## src/rtl/instruction_dispatcher.sv

```systemverilog
// Buffers host-written GPU instructions in a circular FIFO and hands them to the
// control unit one at a time, holding each until doneInst or a timeout retires it.
module instruction_dispatcher #(
  parameter int INST_W     = 64,
  parameter int DEPTH_LOG2 = 4,
  parameter int TIMEOUT    = 1023,
  parameter int CNT_W      = 10
) (
  input  logic                  clk,
  input  logic                  reset,
  input  logic                  wr_req,
  input  logic [INST_W-1:0]     data_in,
  input  logic                  printtingScreen,
  input  logic                  doneInst,
  input  logic                  clr_err,
  output logic [INST_W-1:0]     inst_out,
  output logic [3:0]            opCode,
  output logic                  en_execution,
  output logic                  fifo_full,
  output logic                  fifo_empty,
  output logic [DEPTH_LOG2:0]   level,
  output logic                  overflow,
  output logic                  timeout_err
);

  localparam int DEPTH = 1 << DEPTH_LOG2;
  localparam int LVL_W = DEPTH_LOG2 + 1;

  typedef enum logic [1:0] {IDLE, ISSUE, WAIT_DONE, RETIRE} state_t;

  state_t                  state_reg, state_next;
  logic [INST_W-1:0]       mem [DEPTH];
  logic [DEPTH_LOG2-1:0]   wr_ptr_reg, rd_ptr_reg;
  logic [LVL_W-1:0]        level_reg, level_next;
  logic                    full_reg, empty_reg;
  logic                    overflow_reg, timeout_err_reg, en_reg;
  logic [INST_W-1:0]       inst_reg;
  logic [CNT_W-1:0]        cnt_reg;
  logic                    pop, push, drop, timeout_hit;

  // A full FIFO can still accept a write when the head is popped in the same cycle.
  assign push = wr_req && (!full_reg || pop);
  assign drop = wr_req && !push;

  always_comb begin
    state_next  = state_reg;
    pop         = 1'b0;
    timeout_hit = 1'b0;
    case (state_reg)
      IDLE: begin
        if (!empty_reg && !printtingScreen) begin
          state_next = ISSUE;
          pop        = 1'b1;
        end
      end
      ISSUE: state_next = WAIT_DONE;
      WAIT_DONE: begin
        // cnt_reg counts completed WAIT_DONE cycles, so this is the TIMEOUT-th one.
        if (doneInst) begin
          state_next = RETIRE;
        end else if (cnt_reg == CNT_W'(TIMEOUT - 1)) begin
          timeout_hit = 1'b1;
          state_next  = RETIRE;
        end
      end
      RETIRE:  state_next = IDLE;
      default: state_next = IDLE;
    endcase
  end

  always_comb begin
    level_next = level_reg;
    if (push && !pop) begin
      level_next = level_reg + LVL_W'(1);
    end else if (pop && !push) begin
      level_next = level_reg - LVL_W'(1);
    end
  end

  // Storage has no reset; pointers define validity. Read-before-write on a shared address.
  always_ff @(posedge clk) begin
    if (push) begin
      mem[wr_ptr_reg] <= data_in;
    end
  end

  always_ff @(posedge clk) begin
    if (reset) begin
      state_reg       <= IDLE;
      wr_ptr_reg      <= '0;
      rd_ptr_reg      <= '0;
      level_reg       <= '0;
      full_reg        <= 1'b0;
      empty_reg       <= 1'b1;
      overflow_reg    <= 1'b0;
      timeout_err_reg <= 1'b0;
      en_reg          <= 1'b0;
      inst_reg        <= '0;
      cnt_reg         <= '0;
    end else begin
      state_reg  <= state_next;
      level_reg  <= level_next;
      full_reg   <= (level_next == LVL_W'(DEPTH));
      empty_reg  <= (level_next == '0);
      en_reg     <= (state_next == ISSUE) || (state_next == WAIT_DONE);
      if (push) begin
        wr_ptr_reg <= wr_ptr_reg + DEPTH_LOG2'(1);
      end
      if (pop) begin
        rd_ptr_reg <= rd_ptr_reg + DEPTH_LOG2'(1);
        inst_reg   <= mem[rd_ptr_reg];
      end
      if (state_reg == ISSUE) begin
        cnt_reg <= '0;
      end else if (state_reg == WAIT_DONE) begin
        cnt_reg <= cnt_reg + CNT_W'(1);
      end
      // A new error event wins over a coincident clear.
      overflow_reg    <= drop || (overflow_reg && !clr_err);
      timeout_err_reg <= timeout_hit || (timeout_err_reg && !clr_err);
    end
  end

  assign inst_out     = inst_reg;
  assign opCode       = inst_reg[3:0];
  assign en_execution = en_reg;
  assign fifo_full    = full_reg;
  assign fifo_empty   = empty_reg;
  assign level        = level_reg;
  assign overflow     = overflow_reg;
  assign timeout_err  = timeout_err_reg;

endmodule

```

## config.mk

```make
export PLATFORM = sky130hd
export DESIGN_NAME = instruction_dispatcher
export DESIGN_NICKNAME = d
export VERILOG_FILES = /design/src/rtl/instruction_dispatcher.sv
export SDC_FILE = /design/constraint.sdc
export NUM_CORES = 1
export LEC_CHECK = 0
export BUFFER_PORTS_ARGS = -buffer_cell sky130_fd_sc_hd__buf_4
export CORE_AREA = 2 2 328 330
export CTS_CLUSTER_DIAMETER = 200
export DETAILED_ROUTE_END_ITERATION = 8
export DIE_AREA = 0 0 330 332
export PLACE_DENSITY_LB_ADDON = 0.3
export SLEW_MARGIN = 20
export SYNTH_ARGS = -nofsm -noshare
export SYNTH_HDL_FRONTEND = slang
export SYNTH_SLANG_ARGS = --single-unit
```

## constraint.sdc

```tcl
create_clock -name clk -period 16.54 [get_ports clk]
set_input_delay 1.654 -clock clk [delete_from_list [all_inputs] [get_ports clk]]
set_output_delay 1.654 -clock clk [all_outputs]
set_load 0.02 [all_outputs]
```

==> impl_metrics.json <==
{
  "final.period_utilization_pct": 28.4,
  "fin_tns_setup_ns": 0,
  "synthFlopType": "edfxtp_1",
  "fin_ws_ns": 11.85,
  "synthesis.area_um2": 42100,
  "power_frac_clock_pct": 40.2,
  "postRouteAntennaNets": 0,
  "intPower_mw": 5.01,
  "syn2layout_area_growth_pct": 15.6,
  "synth_edf_count": 1024,
  "drtIter0Drc": 1589,
  "tritoncts": "built",
  "cp_cell_sequence": "buf_4, buf_4, buf_4, mux4_2, mux2i_1, a2bb2oi_1, o21ai_1",
  "place_congestion": 0.714,
  "synth_cell_types": 50,
  "vias": 19278,
  "yosys-top-cells-area": "edfxtp_1, mux4_2, dfxtp_1, mux2i_1, a2bb2oi_1",
  "max_freq_mhz": 213,
  "finalClockSkew_ns": 0.0282,
  "p_sw_share_pct": 22.1,
  "required_ns": 17.06,
  "clk_pin_slew_ns": 0.06,
  "crit_family": "buffers and inverters",
  "yosysMostFrequentCell": "edfxtp_1",
  "io_buffers": 147,
  "pwr_density_cell_nw_per_um2": 132,
  "syn_inst": 1901,
  "rsz0062_at_grt": "false",
  "rr_worst_depth": 7,
  "drive_above_1_share_pct": 28.9,
  "die_area_um2": 110000,
  "post_cts_buffers": 0,
  "power_frac_comb_pct": 9.9,
  "synth_top_cell_by_area": "edfxtp_1",
  "ios": 148,
  "netlist.area_leader.share_pct": 73.0,
  "die_y_um": 332,
  "ir_drop_mv": 0.0806,
  "maxCapViolCount": 0,
  "coreArea_um2": 106000,
  "viasPerCell": 5.38,
  "wl_um": 90400,
  "worstMarginPinSlew_ns": 1.11,
  "total_power_mw": 6.43,
  "initial_utilization_pct": 39.6,
  "h-tree-depth": 3,
  "worstSkewPairLatency_ns": 0.68,
  "r2r_slack_ns": 11.85,
  "crit_path_end_kind": "flop",
  "antenna_found_initial": 6,
  "hp-class": "flop to flop",
  "die_w_um": 330,
  "cpPeakStageDelay_ns": 0.87,
  "register_area_um2": 32600,
  "ctsHoldBuffers": 0,
  "root_buffer": "clkbuf_16",
  "ys_ff_latch": 1118,
  "path_class": "flop to flop",
  "final-hold-violation-count": 0,
  "ys_warn_count": 0,
  "first_pass_iters": 7,
  "placement_rows": 120,
  "path_buf_inv": 3,
  "ys_top_cells_by_count": "edfxtp_1, mux4_2, mux2i_1",
  "r2r-end": "inst_out[22]$_SDFFE_PP0P_",
  "leakagePower_nw": 15.0,
  "p_seq_share_pct": 49.9,
  "min_period_ns": 4.69,
  "hpwlAfterDp_um": 47700,
  "drv_slew": 0,
  "cp-start-kind": "flop",
  "largest_reg_flops": 1024,
  "final_nets": 2170,
  "fillCellCount": 8793,
  "violations": "DRC",
  "hold_depth": 2,
  "post_cts_resized": 0,
  "multi_input_area_um2": 9050,
  "reg2reg_from": "rd_ptr_reg[0]$_SDFFE_PP0P_",
  "grt_max_degree": 98,
  "switchingPower_mw": 1.42,
  "hold_path_end": "timeout_err$_SDFF_PP0_",
  "synth-async-reset-ratio_pct": 0,
  "wire_per_inst_um": 25.2,
  "status": "complete, but fails checks",
  "grt_overflow": 0,
  "crit_path_max_fanout": 48,
  "setup_violations": 0,
  "hp-start": "timeout_err$_SDFF_PP0_",
  "cp.arrival_ns": 5.21,
  "pre_cts_slack_ns": 11.42,
  "grt_pass1_vias": 20667,
  "cts_buffer_depth": 3,
  "slowest_stage": "buf_4",
  "syn-num-nets": 1984,
  "clock-sinks": 1118,
  "grt.total_usage_pct": 16.6,
  "drc": 11,
  "cts_buffers": 108,
  "synth.avg_cell_area_um2": 22.2,
  "grt_pass1_wl_um": 135000,
  "relSlewSlack_pct": 25.8,
  "diodes": 0,
  "ys_seq_area_share_pct": 77.5,
  "path_common_cell": "buf_4"
}
## cells by family after synthesis
logic type | Yosys count | synth area share [%]
xor gates and xnor gates | 13 | 0.270
AOI/OAI and AO/OA | 158 | 2.59
DFF | 1118 | 77.5
muxes | 386 | 16.8
adders and majority gates | 13 | 0.386
and+or+nand+nor | 95 | 1.12
buffers and inverters | 118 | 1.38
## power groups by stage
stage               Clock [mW]  Combinational [mW]  Sequential (mW)
floorplan                    0               0.446             3.27
global placement             0               0.642             3.27
global route              2.74               0.696             3.21
detailed placement           0               0.653             3.27
CTS                       2.64               0.655             3.21
finish                    2.58               0.639             3.21
## metal layers
| metal | routed length [um] | up-vias | GRT usage [%] | part of all wire [%] |
|---|---|---|---|---|
| li1 | - | 8338 | - | - |
| met1 | 38200 | 10387 | 22.0 | 42 |
| met2 | 45800 | 426 | 28.2 | 51 |
| met3 | 4710 | 115 | 3.10 | 5.2 |
| met4 | 1600 | 12 | 4.35 | 1.8 |
| met5 | 79 | - | 0 | 0.087 |
## layout by cell type (no fill, tap or decap), types with 4 or more instances in the layout
| cell | netlist | layout |
|---|---|---|
| inv_1 | 12 | 12 |
| dfxtp_1 | 94 | 91 |
| nand4_1 | 4 | 4 |
| mux2i_1 | 130 | 130 |
| o21ai_1 | 64 | 64 |
| nand2_1 | 13 | 13 |
| xor2_1 | 8 | 8 |
| clkbuf_16 | 0 | 111 |
| nor2_1 | 33 | 20 |
| ha_1 | 13 | 13 |
| buf_4 | 5 | 176 |
| clkbuf_1 | 36 | 22 |
| mux4_2 | 256 | 256 |
| xnor2_1 | 5 | 5 |
| a2bb2oi_1 | 64 | 64 |
| bufinv_16 | 0 | 17 |
| nor3_1 | 12 | 8 |
| a21oi_1 | 6 | 6 |
| clkbuf_8 | 0 | 11 |
| clkinv_2 | 0 | 17 |
| or3_1 | 5 | 4 |
| edfxtp_1 | 1024 | 1024 |
| nor3_2 | 0 | 4 |
| nor2_4 | 0 | 13 |
| clkinvlp_4 | 0 | 5 |
| o21ai_0 | 6 | 6 |
| nand3_1 | 7 | 6 |
| clkinv_1 | 0 | 17 |
## worst max path at each step
stage / end / slack, ns / cells after the start / start
after global placement: mem[14][11]$_DFFE_PP_ / 11.55 / 6 / printtingScreen
final: inst_out[22]$_SDFFE_PP0P_ / 11.85 / 7 / rd_ptr_reg[0]$_SDFFE_PP0P_
after detailed placement: mem[13][12]$_DFFE_PP_ / 11.42 / 6 / printtingScreen
after CTS: inst_out[22]$_SDFFE_PP0P_ / 11.59 / 7 / rd_ptr_reg[0]$_SDFFE_PP0P_
after floorplan: mem[0][0]$_DFFE_PP_ / 9.04 / 5 / printtingScreen
after global routing: inst_out[63]$_SDFFE_PP0P_ / 11.31 / 7 / rd_ptr_reg[0]$_SDFFE_PP0P_
## through the flow
step	util (%)	instance area (um^2)	std cells	hold slack [ns]
6_report	45.8	48700	3586	0.477
5_1_grt	45.8	48700	3586	0.497
3_5_place_dp	42.2	44900	3379	0.470
2_1_floorplan	-	42100	1901	0.471
3_3_place_gp	42.2	44900	3378	0.470
4_1_cts	45.8	48700	3585	0.481
## worst min-delay path, delay by kind of cell, from the launching register on
| kind | cells | cell delay, ns |
|---|---|---|
| AO/OA/AOI/OAI | 1 | 0.05 |
| AND/OR/NAND/NOR | 1 | 0.06 |
| flip-flops | 1 | 0.31 |
## layout make-up
cell class / count / area share [%]
Clock buffer: 144 / 6.19
Clock inverter: 62 / 1.57
Inverter: 12 / 0.0925
Multi-Input combinational cell: 665 / 18.6
Sequential cell: 1118 / 67.0
Tap cell: 1403 / 3.61
Timing Repair Buffer: 182 / 2.92
No activity file was read; power rests on OpenSTA's default activity.
